==> src/rtl/shift_tx_if.sv <==
// Handshake and serial-output bundle for the parallel-to-serial transmitter.
// The word producer uses the master side and the transmitter uses the slave side.
interface shift_tx_if #(
    parameter int DATA_WIDTH = 16
);
    logic                  in_valid;
    logic [DATA_WIDTH-1:0] in;
    logic                  in_ready;
    logic                  sout;
    logic                  sstrobe;
    logic                  done;

    modport master (
        output in_valid,
        output in,
        input  in_ready,
        input  sout,
        input  sstrobe,
        input  done
    );

    modport slave (
        input  in_valid,
        input  in,
        output in_ready,
        output sout,
        output sstrobe,
        output done
    );
endinterface

==> src/rtl/shift_tx.sv <==
// Parallel-to-serial transmitter feeding the general-purpose register's serial load path.
// A word is taken over a valid/ready handshake and sent LSB first. Each bit is held for
// BIT_CYCLES clocks and strobed in the last of them. All outputs decode registered state only.
module shift_tx #(
    parameter int DATA_WIDTH = 16,
    parameter int HIGH       = DATA_WIDTH - 1,
    parameter int BIT_CYCLES = 1
) (
    input  logic        clk,
    input  logic        rst_n,
    input  logic        cl,
    shift_tx_if.slave   bus
);

    localparam int CNT_W = $clog2(DATA_WIDTH);
    localparam int DIV_W = (BIT_CYCLES > 1) ? $clog2(BIT_CYCLES) : 1;

    localparam logic [CNT_W-1:0] LAST_BIT = CNT_W'(DATA_WIDTH - 1);
    localparam logic [DIV_W-1:0] LAST_DIV = DIV_W'(BIT_CYCLES - 1);

    localparam logic [0:0] IDLE  = 1'b0;
    localparam logic [0:0] SHIFT = 1'b1;

    logic [0:0]       state;
    logic [HIGH:0]    shreg;
    logic [CNT_W-1:0] bitcnt;
    logic [DIV_W-1:0] divcnt;

    logic strobe;
    logic last;

    // The strobe marks the final cycle of a bit period; done is the strobe of the last bit.
    always_comb begin
        strobe = (state == SHIFT) && (divcnt == LAST_DIV);
        last   = strobe && (bitcnt == LAST_BIT);
    end

    assign bus.in_ready = (state == IDLE);
    assign bus.sout     = (state == SHIFT) & shreg[0];
    assign bus.sstrobe  = strobe;
    assign bus.done     = last;

    // Handshake capture, bit timing and shifting; an abort clears the counters but leaves shreg.
    always_ff @(posedge clk or negedge rst_n) begin
        if (!rst_n) begin
            state  <= IDLE;
            shreg  <= '0;
            bitcnt <= '0;
            divcnt <= '0;
        end else if (cl) begin
            state  <= IDLE;
            bitcnt <= '0;
            divcnt <= '0;
        end else begin
            case (state)
                IDLE: begin
                    if (bus.in_valid) begin
                        shreg  <= bus.in;
                        bitcnt <= '0;
                        divcnt <= '0;
                        state  <= SHIFT;
                    end
                end
                SHIFT: begin
                    if (strobe) begin
                        divcnt <= '0;
                        shreg  <= {1'b0, shreg[HIGH:1]};
                        if (last) begin
                            state <= IDLE;
                        end else begin
                            bitcnt <= bitcnt + CNT_W'(1);
                        end
                    end else begin
                        divcnt <= divcnt + DIV_W'(1);
                    end
                end
                default: state <= IDLE;
            endcase
        end
    end

endmodule

==> src/flat_wrapper.sv <==
// flat-port wrapper written by rule: the top's interface ports become plain ports
module shift_tx_flat 
#(
    parameter int DATA_WIDTH = 16,
    parameter int HIGH       = DATA_WIDTH - 1,
    parameter int BIT_CYCLES = 1
)
  (clk, rst_n, cl, bus_in_valid, bus_in, bus_in_ready, bus_sout, bus_sstrobe, bus_done);
  shift_tx_if #(.DATA_WIDTH(DATA_WIDTH)) bus_i ();
  input  logic clk;
  input  logic rst_n;
  input  logic cl;
  input wire logic [$bits(bus_i.in_valid)-1:0] bus_in_valid;
  input wire logic [$bits(bus_i.in)-1:0] bus_in;
  output wire logic [$bits(bus_i.in_ready)-1:0] bus_in_ready;
  output wire logic [$bits(bus_i.sout)-1:0] bus_sout;
  output wire logic [$bits(bus_i.sstrobe)-1:0] bus_sstrobe;
  output wire logic [$bits(bus_i.done)-1:0] bus_done;
  assign bus_i.in_valid = bus_in_valid;
  assign bus_i.in = bus_in;
  assign bus_in_ready = bus_i.in_ready;
  assign bus_sout = bus_i.sout;
  assign bus_sstrobe = bus_i.sstrobe;
  assign bus_done = bus_i.done;
  shift_tx #(.DATA_WIDTH(DATA_WIDTH), .HIGH(HIGH), .BIT_CYCLES(BIT_CYCLES)) u_core (.clk(clk), .rst_n(rst_n), .cl(cl), .bus(bus_i));
endmodule
==> config.mk <==
export PLATFORM = sky130hd
export DESIGN_NAME = shift_tx_flat
export DESIGN_NICKNAME = d
export VERILOG_FILES = /design/src/rtl/shift_tx_if.sv /design/src/rtl/shift_tx.sv /design/src/flat_wrapper.sv
export SDC_FILE = /design/constraint.sdc
export NUM_CORES = 1
export LEC_CHECK = 0
export CAP_MARGIN = 25
export CORE_ASPECT_RATIO = 2
export CORE_MARGIN = 3
export CORE_UTILIZATION = 35
export CTS_BUF_LIST = sky130_fd_sc_hd__clkbuf_8
export DETAILED_ROUTE_END_ITERATION = 10
export PLACE_DENSITY = 0.66
export SLEW_MARGIN = 0
export SYNTH_ARGS = -nofsm -noshare
export SYNTH_HDL_FRONTEND = slang
export SYNTH_SLANG_ARGS = --single-unit
==> constraint.sdc <==
create_clock -name clk -period 1.89 [get_ports clk]
set_clock_uncertainty 0.2 [all_clocks]
set_input_delay 0.378 -clock clk [delete_from_list [all_inputs] [get_ports clk]]
set_output_delay 0.378 -clock clk [all_outputs]
set_load 0.05 [all_outputs]
==> results by group, run 1 <==
Synth
  – Synthesized area per cell: 13.18 µm²
  – Cell Area, Synth: 0.001212 mm²
  – Synth warn: 0
  – Sequential share of the synthesized area: 45.41%
  – Yosys reg bits: 22
  – Dominant cell type by area after synthesis: dfrtp_1
  – Synth top area share: 45.41%
  – Net Count, Synth: 113
  – Cell count after synthesis: 92
  – Area contributors post-synth: dfrtp_1 (45%), mux2_4 (14%), mux2_2 (9.3%), mux2_1 (8.4%), buf_6 (3.7%)
  – Cell variety after synth: 25

STA
  – Final setup vio count: 1
  – Fin crit period: 2002 ps
  – Pins Over Slew Limit: 0
  – Max Freq: 499.4 MHz
  – Hold Vio Cnt, Final: 0
  – RSZ-0062 raised after global routing: yes
  – Fin worst setup slack: -112.5 ps
  – Tcrit/Tclk final: 106.0%
  – Slew HR: 59.18%
  – Tightest Pin Transition: 609.9 ps
  – WHS: 262.7 ps

CTS
  – CTS root buf: clkbuf_8
  – CTS tree: done
  – # H-tree levels: 1
  – Clock latency on the worst-skew pair: 260 ps
  – Reg clk slew, reported paths: 80 ps
  – CTS max path bufs: 2
  – CTS Sinks: 22
  – CTS buffer count: 3

Drt
  – TritonRoute pass-1 iters: 4
  – Routed wire length per instance: 15.81 µm
  – Starting DRT DRC Count: 10
  – Routed Wire Length: 2.466 mm
  – Residual DRC: 0
  – Via density: 5.487
  – Final ANT Viol Nets: 0
  – Via count: 856

Die
  – Die ar.: 0.004249 mm²
  – Die Y: 89.24 µm
  – Initial Util: 37.54%
  – Rows: 29
  – IO Pins: 24
  – DIE WIDTH: 47.62 µm
  – Core Footprint: 0.003229 mm²

GRT
  – GR Util met3: 2.016%
  – Global-route wire length before repair: 4.036 mm
  – Largest net degree at the start of global routing: 23
  – Vias in the first global route: 923
  – Initial antenna violation count: 0
  – Total grt overflow: 0
  – Met2 Resource Use GR: 22.86%
  – GR peak layer: met2
  – Met1 Usage GRT: 13.96%
  – Total GRT Usage: 13.26%

Place
  – Final Wtd Congestion: 0.7092
  – Port-buffer cells: 23
  – Final HPWL DP: 1.835 mm

Power
  – Cell-internal power: 945.4 µW
  – Comb power frac: 25.5%
  – Sequential Power Share: 48.0%
  – Sw frac: 24.57%
  – VDD IR max: 0.4338 mV
  – Clock power share: 26.5%
  – Power Total: 1.253 mW
  – Switching power: 308.0 µW
  – Power Dens Cells: 765.9 mW/mm²
  – Leak: 0.7125 nW

Final layout
  – N_diodes: 0
  – Layout net count: 147
  – Area delta synth->final: 34.98%
  – Layout cell share with drive strength beyond 1: 37.60%
  – Most common cell after layout, fill and taps aside: dfrtp_1
  – Most frequent cells in the layout: dfrtp_1 (21), clkdlybuf4s50_1 (19), mux2_4 (11), buf_4 (11), mux2_2 (10)

Min path
  – Hold WC Path Type: in -> async

Critical path
  – Req. time, crit path: 1310 ps
  – Nature of the critical path startpoint: flip-flop
  – Crit path from: u_core.bitcnt[0]$_DFFE_PN0P_
  – Worst Path Max Fanout: 2
  – Crit path DAT: 1420 ps
  – Critical path type: reg -> out
  – R2r startpoint: u_core.state$_DFF_PN0_
  – Crit. End Element: output pin

Outcome
  – Status: finished with violations
  – Violated checks: negative setup slack

Job
  – Max cap viols: 0
-- worst max-delay path, stage by stage (launching register included) --
cell and delay [ps]:
dfrtp_1 390, ha_4 170, nand2_4 60, nor4_4 360, buf_12 180
-- kinds of logic after synthesis --
kind of cell / synth area share, %
compound gates: 7.741
simple gates: 8.669
fa+ha+maj: 1.032
mux: 31.27
buf+inv: 5.882
flops: 45.41
-- through the flow --
step	instances	TNS (ps)	setup slack, ps	instance area, µm²	utilization, %
floorplan	92	-80.40	-80.40	1230	-
global placement	149	-2241	-181.2	1534	47.50
CTS	154	-121.6	-121.6	1605	49.71
finish	156	-112.5	-112.5	1637	50.68
detailed placement	149	-2558	-207.8	1534	47.50
global route	156	-174.5	-174.5	1637	50.68
-- power by group through the flow --
| stage | registers (mW) | clock network (mW) | logic, mW |
|---|---|---|---|
| global placement | 0.607 | 0 | 0.314 |
| CTS | 0.601 | 0.342 | 0.324 |
| detailed placement | 0.609 | 0 | 0.319 |
| floorplan | 0.593 | 0 | 0.227 |
| finish | 0.601 | 0.332 | 0.320 |
| global route | 0.613 | 0.359 | 0.347 |
-- area by class of cell --
cell class / instances / area (µm²)
sequential: 22 / 551.8
fill: 302 / 1593
tap: 31 / 38.79
inverter: 5 / 18.77
multi-input combinational: 60 / 628.1
clock buffer: 4 / 55.05
timing repair buffer: 34 / 344.1
-- sequential cells by signal (all words and copies together), names as in the netlist --
register / flops
u_core.state: 1
u_core.shreg: 16
u_core.bitcnt: 4
u_core.divcnt: 1
-- metal layers --
layer,part of all wire [%],vias to the layer above
li1,-,405
met1,40,418
met2,53,27
met3,4.5,6
met4,2.8,0
met5,0,-
-- final timing paths --
| kind | to | slack, ps | cells after the start |
|---|---|---|---|
| min reg2reg | u_core.shreg[10]$_DFFE_PN0P_ | 310 | 1 |
| max in group asynchronous | u_core.state$_DFF_PN0_ | 990 | 2 |
| min in group clk | u_core.shreg[10]$_DFFE_PN0P_ | 310 | 1 |
| max reg2reg | u_core.shreg[12]$_DFFE_PN0P_ | 210 | 2 |
| max | bus_done | -110 | 4 |
| min | u_core.shreg[3]$_DFFE_PN0P_ | 260 | 2 |
-- Yosys cell counts, drive strengths merged --
cell,number
o22ai,1
inv,5
and2,1
buf,5
a211o,1
nand2,3
mux2,30
nor2,2
nand3b,1
a2bb2oi,1
nor3,2
a21oi,4
nor4b,2
nand3,1
o21ai,1
ha,1
dfrtp,22
nand4b,1
nor4,5
a2111oi,1
a31oi,2
-- what timing repair did --
action | CTS | global route
hold buffers | 0 | 0
buffers inserted | 1 | 2
pin swaps | 2 | 2
setup endpoints to repair | 2 | 3
gates resized for setup | 3 | 3
No activity file was read; power rests on OpenSTA's default activity.
==> run 2: changes to the inputs <==
CORE_MARGIN = unset   (was 3)
CTS_CLUSTER_DIAMETER = 200   (was unset)
SLEW_MARGIN = 15   (was 0)
==> run 2 against run 1 <==
The run ends with design-rule violations, negative setup slack left. Flip-flop and latch count did not move. Combinational power about the same. Die area down 13%. Largest power group unchanged. Highest routed layer unchanged.
==> results by group, run 2 (synthesis gave the netlist of run 1 again) <==
Outcome
  – Status: finished with violations
  – Violated checks: design-rule violations, negative setup slack

Place
  – Placed cells: 148 (-0.67%)
  – Final Wtd Congestion: 0.8412 (+19%)
  – Port-buffer cells: 23 (unchanged)
  – Place WS: -219.6 ps (-11.79 ps)
  – Final HPWL DP: 1.719 mm (-6.3%)

Die
  – Initial Util: 37.54% (unchanged)
  – IO Pins: 24 (unchanged)
  – Core Footprint: 0.003229 mm² (unchanged)
  – Rows: 29 (unchanged)
  – Die Y: 85.24 µm (-4.5%)
  – DIE WIDTH: 43.62 µm (-8.4%)
  – Die ar.: 0.003718 mm² (-13%)

CTS
  – # H-tree levels: 1 (unchanged)
  – CTS root buf: clkbuf_8
  – CTS max path bufs: 2 (unchanged)
  – Post-CTS Hold Buffers: 0 (unchanged)
  – CTS buffer count: 3 (unchanged)
  – Reg clk slew, reported paths: 80 ps (about the same)
  – Clock latency on the worst-skew pair: 260 ps (about the same)
  – CTS tree: done
  – CTS Sinks: 22 (unchanged)

Final layout
  – Largest regs: u_core.shreg x16, u_core.bitcnt x4
  – Most frequent cells in the layout: dfrtp_1 (21), clkdlybuf4s50_1 (19), buf_4 (12), mux2_4 (11), mux2_2 (10)
  – Most common cell after layout, fill and taps aside: dfrtp_1
  – Largest reg by FF count: u_core.shreg
  – Layout net count: 147 (unchanged)
  – Number of flip-flops in the largest register: 16 (unchanged)
  – Area delta synth->final: 33.44%
  – N_diodes: 0 (unchanged)
  – Layout cell share with drive strength beyond 1: 37.60% (unchanged)
  – Layout Utilization: 50.10% (-0.58 points)
  – Final std cells w/o fill: 156 (unchanged)

GRT
  – Largest net degree at the start of global routing: 23 (unchanged)
  – Total GRT Usage: 14.45% (+1.2 points)
  – Vias in the first global route: 959 (+3.9%)
  – Initial antenna violation count: 0 (unchanged)
  – Total grt overflow: 0 (unchanged)
  – Global-route wire length before repair: 4.236 mm (+5.0%)

STA
  – Fin crit period: 1982 ps (-20.67 ps)
  – WHS: 265.3 ps (+2.587 ps)
  – Tcrit/Tclk final: 104.9% (-1.1 points)
  – RSZ-0062 raised after global routing: yes
  – Pins Over Slew Limit: 0 (unchanged)
  – Tightest Pin Transition: 614.6 ps (+4.676 ps)
  – Final setup vio count: 1 (unchanged)
  – Max Freq: 504.6 MHz (+1.0%)
  – Fin worst setup slack: -91.79 ps (+20.67 ps)
  – Slew HR: 58.87% (-0.31 points)
  – Hold Vio Cnt, Final: 0 (unchanged)

Critical path
  – Worst Path Max Fanout: 2 (unchanged)
  – FF-to-FF path depth: 6 (+4)
  – Crit path depth: 4 (unchanged)
  – Critical path type: reg -> out
  – Crit-path slowest cell: dfrtp_1
  – Crit path DAT: 1400 ps (-20 ps)
  – Slowest stage delay, CP: 370 ps (-20 ps)
  – Crit. End Element: output pin
  – Req. time, crit path: 1310 ps (about the same)
  – CP Cell Sequence: ha_2 > nand2_2 > nor4_4 > buf_12
  – CP top delay family: simple AND/OR/NAND/NOR gates
  – Buf/Inv on CP: 1 (unchanged)
  – Nature of the critical path startpoint: flip-flop

Power
  – Power Dens Cells: 773.9 mW/mm² (+1.1%)
  – Leak: 0.6941 nW (-2.6%)
  – VDD IR max: 0.3936 mV (-9.3%)
  – Power Total: 1.252 mW (-0.11%)

Drt
  – TritonRoute pass-1 iters: 7 (+3)
  – Via count: 857 (+0.12%)
  – Final ANT Viol Nets: 0 (unchanged)
  – Starting DRT DRC Count: 23 (+13)
  – Via density: 5.494 (+0.12%)
  – Routed Wire Length: 2.420 mm (-1.9%)
  – Routed wire length per instance: 15.51 µm (-1.9%)
  – Residual DRC: 3 (+3)

Min path
  – Hold WC Path Type: in -> async

Job
  – Max cap viols: 0 (unchanged)
run 2: cell count changes in the layout (fill, tap and decap cells not counted):
| cell | delta |
|---|---|
| ha_4 | -1 |
| buf_6 | -1 |
| buf_4 | +1 |
| nand2_4 | -1 |
| ha_2 | +1 |
| nand2_2 | +1 |
run 2: worst paths after layout:
check	start	to	slack, ps
min in group clk	u_core.shreg[1]$_DFFE_PN0P_	u_core.shreg[1]$_DFFE_PN0P_	310
max reg2reg	u_core.bitcnt[1]$_DFFE_PN0P_	u_core.bitcnt[0]$_DFFE_PN0P_	100
max in group asynchronous	rst_n	u_core.state$_DFF_PN0_	990
min	rst_n	u_core.shreg[2]$_DFFE_PN0P_	270
min reg2reg	u_core.shreg[1]$_DFFE_PN0P_	u_core.shreg[1]$_DFFE_PN0P_	310
max	u_core.bitcnt[1]$_DFFE_PN0P_	bus_done	-90
run 2: metal layers:
layer / GRT usage (%) / vias up / wire, µm
li1: - / 403 / -
met1: 17.53 / 427 / 1007
met2: 24.97 / 23 / 1295
met3: 1.277 / 4 / 95
met4: 6.250 / 0 / 22
met5: 0 / - / 0
run 2: final cells by class:
type	instances	area, µm²
Fill cell	290	1612
Timing Repair Buffer	34	340.3
Inverter	5	18.77
Sequential cell	22	551.8
Tap cell	31	38.79
Clock buffer	4	55.05
Multi-Input combinational cell	60	613.1
run 2: worst reg2reg max path: cells and delay by family, from the launching register on:
family / cells / cell delay (ps)
compound gates: 2 / 520
flops: 1 / 400
buf+inv: 2 / 260
fa+ha+maj: 1 / 200
simple gates: 1 / 100
run 2: power by group:
| group | internal (mW) | total [mW] | switching, mW |
|---|---|---|---|
| registers | 0.555 | 0.603 | 0.0484 |
| logic | 0.203 | 0.317 | 0.114 |
| clock network | 0.185 | 0.332 | 0.146 |
| total | 0.943 | 1.25 | 0.309 |
run 2: what timing repair did:
| action | in CTS | in global routing |
|---|---|---|
| pin swaps | 2 | 0 |
| gates cloned | 0 | 0 |
| endpoints found under the setup margin | 1 | 2 |
| buffers inserted | 4 | 0 |
| gates resized for setup | 3 | 0 |
run 2: per-stage QoR:
stage | setup TNS [ps] | cell area (µm²)
2_1_floorplan | -80.40 | 1230
3_3_place_gp | -2372 | 1526
3_5_place_dp | -2656 | 1526
4_1_cts | -63.24 | 1618
5_1_grt | -203.4 | 1618
6_report | -91.79 | 1618
==> edit 1, RTL diff (settings of run 2) <==
`DATA_WIDTH` is set to 16 in 3 places; all go to 32.
--- a/src/rtl/shift_tx_if.sv
+++ b/src/rtl/shift_tx_if.sv
@@ -1,7 +1,7 @@
 // Handshake and serial-output bundle for the parallel-to-serial transmitter.
 // The word producer uses the master side and the transmitter uses the slave side.
 interface shift_tx_if #(
-    parameter int DATA_WIDTH = 16
+    parameter int DATA_WIDTH = 32
 );
     logic                  in_valid;
     logic [DATA_WIDTH-1:0] in;
--- a/src/rtl/shift_tx.sv
+++ b/src/rtl/shift_tx.sv
@@ -2,7 +2,7 @@
 // A word is taken over a valid/ready handshake and sent LSB first. Each bit is held for
 // BIT_CYCLES clocks and strobed in the last of them. All outputs decode registered state only.
 module shift_tx #(
-    parameter int DATA_WIDTH = 16,
+    parameter int DATA_WIDTH = 32,
     parameter int HIGH       = DATA_WIDTH - 1,
     parameter int BIT_CYCLES = 1
 ) (
--- a/src/flat_wrapper.sv
+++ b/src/flat_wrapper.sv
@@ -1,7 +1,7 @@
 // flat-port wrapper written by rule: the top's interface ports become plain ports
 module shift_tx_flat 
 #(
-    parameter int DATA_WIDTH = 16,
+    parameter int DATA_WIDTH = 32,
     parameter int HIGH       = DATA_WIDTH - 1,
     parameter int BIT_CYCLES = 1
 )
Ports: changed (resized bus_in); port bits go from 24 to 40. No check against the original RTL was run, so the function may have changed too.
==> edit 1 against run 2 <==
Largest cell class unchanged. Total power increased by 89%. Sequential cell count increased by 17. Cell area increased by 80%. The flow finishes with violations (setup timing). Routed wire length increased by 78%. Fmax decreased by 7.5%. Sequential share of layout area decreased by 0.54 points. Area after synthesis increased by 63%. Worst setup slack got worse by 0.16 ns.
==> edit 1: results (changes against run 2) <==
CTS resizes - 8 (was 3)
Reg2Reg Setup Slack - -0.23 ns (was 0.10 ns)
maximum vdd drop - 0.593 mV (was 0.394 mV)
outcome - finished, violations left (unchanged)
met1 WL - 1.57 mm (was 1.01 mm)
reg2reg end - u_core.bitcnt[3] (was u_core.bitcnt[0])
IO Port Bufs - 39 (was 23)
Setup WS post-layout - -0.253 ns (was -0.0918 ns)
GRT Total Usage - 17.1% (was 14.4%)
Cell Area, Placed - 0.00265 mm² (was 0.00153 mm²)
CP delay by family, top - flip-flops (was simple AND/OR/NAND/NOR gates)
layout cell share with drive strength beyond 1 - 54.2% (was 37.6%)
met2 GRT Util - 28.7% (was 25.0%)
Worst Tran Pin Value - 0.455 ns (was 0.615 ns)
final setup fails - 3 (was 1)
slowest cell delay on critical path - 0.40 ns (was 0.37 ns)
P_leak - 1.20 nW (was 0.694 nW)
cells after synthesis - 148 (was 92)
routed length on met2 - 2.44 mm (was 1.30 mm)
Setup Fix Bufs, Post-CTS - 5 (was 4)
Area contributors post-synth - dfrtp_1, mux2_2, ha_1 (was dfrtp_1, mux2_4, mux2_2)
initial antenna violation count - 0 (unchanged)
Routed met3 length - 156 µm (was 95 µm)
vias in the first global route - 1528 (was 959)
failing checks - setup timing (was DRC, setup timing)
Via density - 5.07 (was 5.49)
Async SR Flop Fraction - 100% (unchanged)
Num CTS Buffers - 5 (was 3)
library cells used by synthesis - 32 (was 25)
Post-CTS Hold Buffers - 1 (was 0)
sequential area share after synthesis - 49.3% (was 45.4%)
H-tree levels - 2 (was 1)
later-pin clock latency in the skew report - 0.29 ns (was 0.26 ns)
CP Data Arrival Time - 1.57 ns (was 1.40 ns)
met3 GRT Util - 3.66% (was 1.28%)
RD Place Congestion - 0.781 (was 0.841)
HP Class - register to register (was input pin to asynchronous set/reset pin)
M1 GR Usage - 19.3% (was 17.5%)
largest net degree at the start of global routing - 32 (was 23)
first-iteration detailed-routing DRC count - 11 (was 23)
Synth top cells by count - mux2_2, dfrtp_1, buf_2, clkbuf_1, nand3_1 (was dfrtp_1, mux2_4, mux2_2, mux2_1)
Detailed Routing Iterations Pass 1 - 3 (was 7)
first-pass GRT wire length - 7.31 mm (was 4.24 mm)
Post-Route WL - 4.31 mm (was 2.42 mm)
WL/cell - 15.8 µm (was 15.5 µm)
-- edit 1: cells by family after synthesis --
group                    synth area share, %
flip-flops                              49.3
multiplexers                            35.2
adder cells (fa/ha/maj)                 1.26
XOR/XNOR                               0.442
buffers and inverters                   3.10
AND/OR/NAND/NOR                         6.51
AO/OA/AOI/OAI                           4.17
-- edit 1: power by group --
part / internal (mW) / switching, mW / leakage (nW) / total, mW
logic: 0.372 / 0.184 / 0.667 / 0.556
registers: 1.00 / 0.0839 / 0.470 / 1.08
clock network: 0.427 / 0.294 / 0.0612 / 0.721
-- edit 1: how the worst min path moves through the flow --
stage                                start          endpoint  slack, ns  depth (start not counted)
after floorplan                      rst_n  u_core.bitcnt[0]      -0.12                          0
after global placement               rst_n  u_core.shreg[16]       0.14                          1
after detailed placement             rst_n  u_core.shreg[17]       0.15                          1
after CTS                 u_core.shreg[21]  u_core.shreg[21]       0.31                          1
after global routing      u_core.shreg[21]  u_core.shreg[21]       0.32                          1
final                     u_core.shreg[17]  u_core.shreg[17]       0.30                          1
-- edit 1: per-stage QoR --
stage | power (mW) | worst slack [ns] | hold WS, ns | TNS [ns]
floorplan | 1.40 | -0.204 | -0.118 | -0.249
global placement | 1.60 | -0.214 | 0.140 | -6.78
detailed placement | 1.63 | -0.264 | 0.150 | -7.88
CTS | 2.39 | -0.253 | 0.307 | -0.595
global route | 2.48 | -0.309 | 0.317 | -1.02
finish | 2.36 | -0.253 | 0.303 | -0.600
-- edit 1: final cells by class --
class	count	area, µm²
inverters	2	11.3
repair buffers	66	722
fillers	488	2500
flip-flops and latches	39	978
multi-input cells	97	1010
well taps	60	75.1
clock buffers	6	82.6
clock inverters	2	35.0
==> edit 2, RTL diff (settings of run 2) <==
Without the edit above. Reset style: synchronous (`rst_n`), changed in one clocked block.
--- a/src/rtl/shift_tx.sv
+++ b/src/rtl/shift_tx.sv
@@ -41,7 +41,7 @@
     assign bus.done     = last;
 
     // Handshake capture, bit timing and shifting; an abort clears the counters but leaves shreg.
-    always_ff @(posedge clk or negedge rst_n) begin
+    always_ff @(posedge clk) begin
         if (!rst_n) begin
             state  <= IDLE;
             shreg  <= '0;
Function: differs if rst_n is asserted again (counterexample within 4 cycles, from zero or initial values and one cycle with rst_n low); with rst_n held inactive, the same outputs for 10 cycles.
==> edit 2 against run 2 <==
Routed wire length grew 8.5%. Combinational power shrank 39%. Cell area shrank 6.3%. Sequential power shrank 16%. Area after synthesis shrank 8.6%. Total power shrank 17%. Global-route usage grew 1.6 points. Sequential cell count is the same. Worst setup slack gained 0.16 ns. Critical endpoint unchanged. Largest cell class unchanged.
==> edit 2: results (changes against run 2) <==
reg2reg end - u_core.shreg[10] (was u_core.bitcnt[0])
met1 WL - 1.10 mm (was 1.01 mm)
Synth top cells by count - dfxtp_1, a31oi_1, a211oi_1, mux2i_1 (was dfrtp_1, mux2_4, mux2_2, mux2_1)
Worst R2R Start - u_core.state (was u_core.bitcnt[1])
CP Max Fanout - 4 (was 2)
CP delay by family, top - flip-flops (was simple AND/OR/NAND/NOR gates)
Reg2Reg Setup Slack - 0.34 ns (was 0.10 ns)
outcome - complete, no violations (was finished, violations left)
library cells used by synthesis - 30 (was 25)
sw frac - 24.6% (was 24.7%)
#MultiIn Comb - 78 (was 60)
sequential cell area - 447 µm² (was 552 µm²)
net count after synthesis - 135 (was 113)
layout cell share with drive strength beyond 1 - 19.6% (was 37.6%)
GRT Total Usage - 16.1% (was 14.4%)
syn avg cell area - 9.72 µm² (was 13.2 µm²)
Detailed Routing Iterations Pass 1 - 5 (was 7)
critical path launch point - u_core.bitcnt[0] (was u_core.bitcnt[1])
FF-to-FF path depth - 5 (was 6)
pwr dens - 683 mW/mm² (was 774 mW/mm²)
largest net degree at the start of global routing - 17 (was 23)
multi-input logic portion of the cell area - 39.1% (was 37.9%)
WL/cell - 15.2 µm (was 15.5 µm)
Via density - 5.87 (was 5.49)
Async SR Flop Fraction - 0% (was 100%)
Final Non-Filler Cells - 173 (was 156)
Routed met3 length - 90 µm (was 95 µm)
==> edit 2: cell types whose count changed in the layout (fill, tap and decap cells not counted), moves of 4 or more <==
cell,delta
mux2_1,-9
nor4_1,-4
o211ai_1,+4
dfxtp_1,+19
dfrtp_1,-21
a31oi_1,+15
mux2i_1,+15
mux2_4,-11
mux2_2,-10
a211oi_1,+15
==> edit 2: through the flow <==
step / utilization [%] / worst slack, ns / cell area [µm²] / hold WS [ns]
6_report: 50.9 / 0.0695 / 1520 / 0.248
5_1_grt: 50.9 / 0.0158 / 1520 / 0.276
2_1_floorplan: - / 0.00284 / 1110 / 0.224
3_3_place_gp: 48.1 / 0.0735 / 1430 / 0.235
3_5_place_dp: 48.1 / -0.0121 / 1430 / 0.237
4_1_cts: 50.5 / 0.00162 / 1500 / 0.250
==> edit 2: what timing repair did <==
action | in CTS | in global routing
gates resized for setup | 4 | 4
setup buffers | 1 | 0
setup endpoints to repair | 1 | 2
pin swaps | 1 | 1
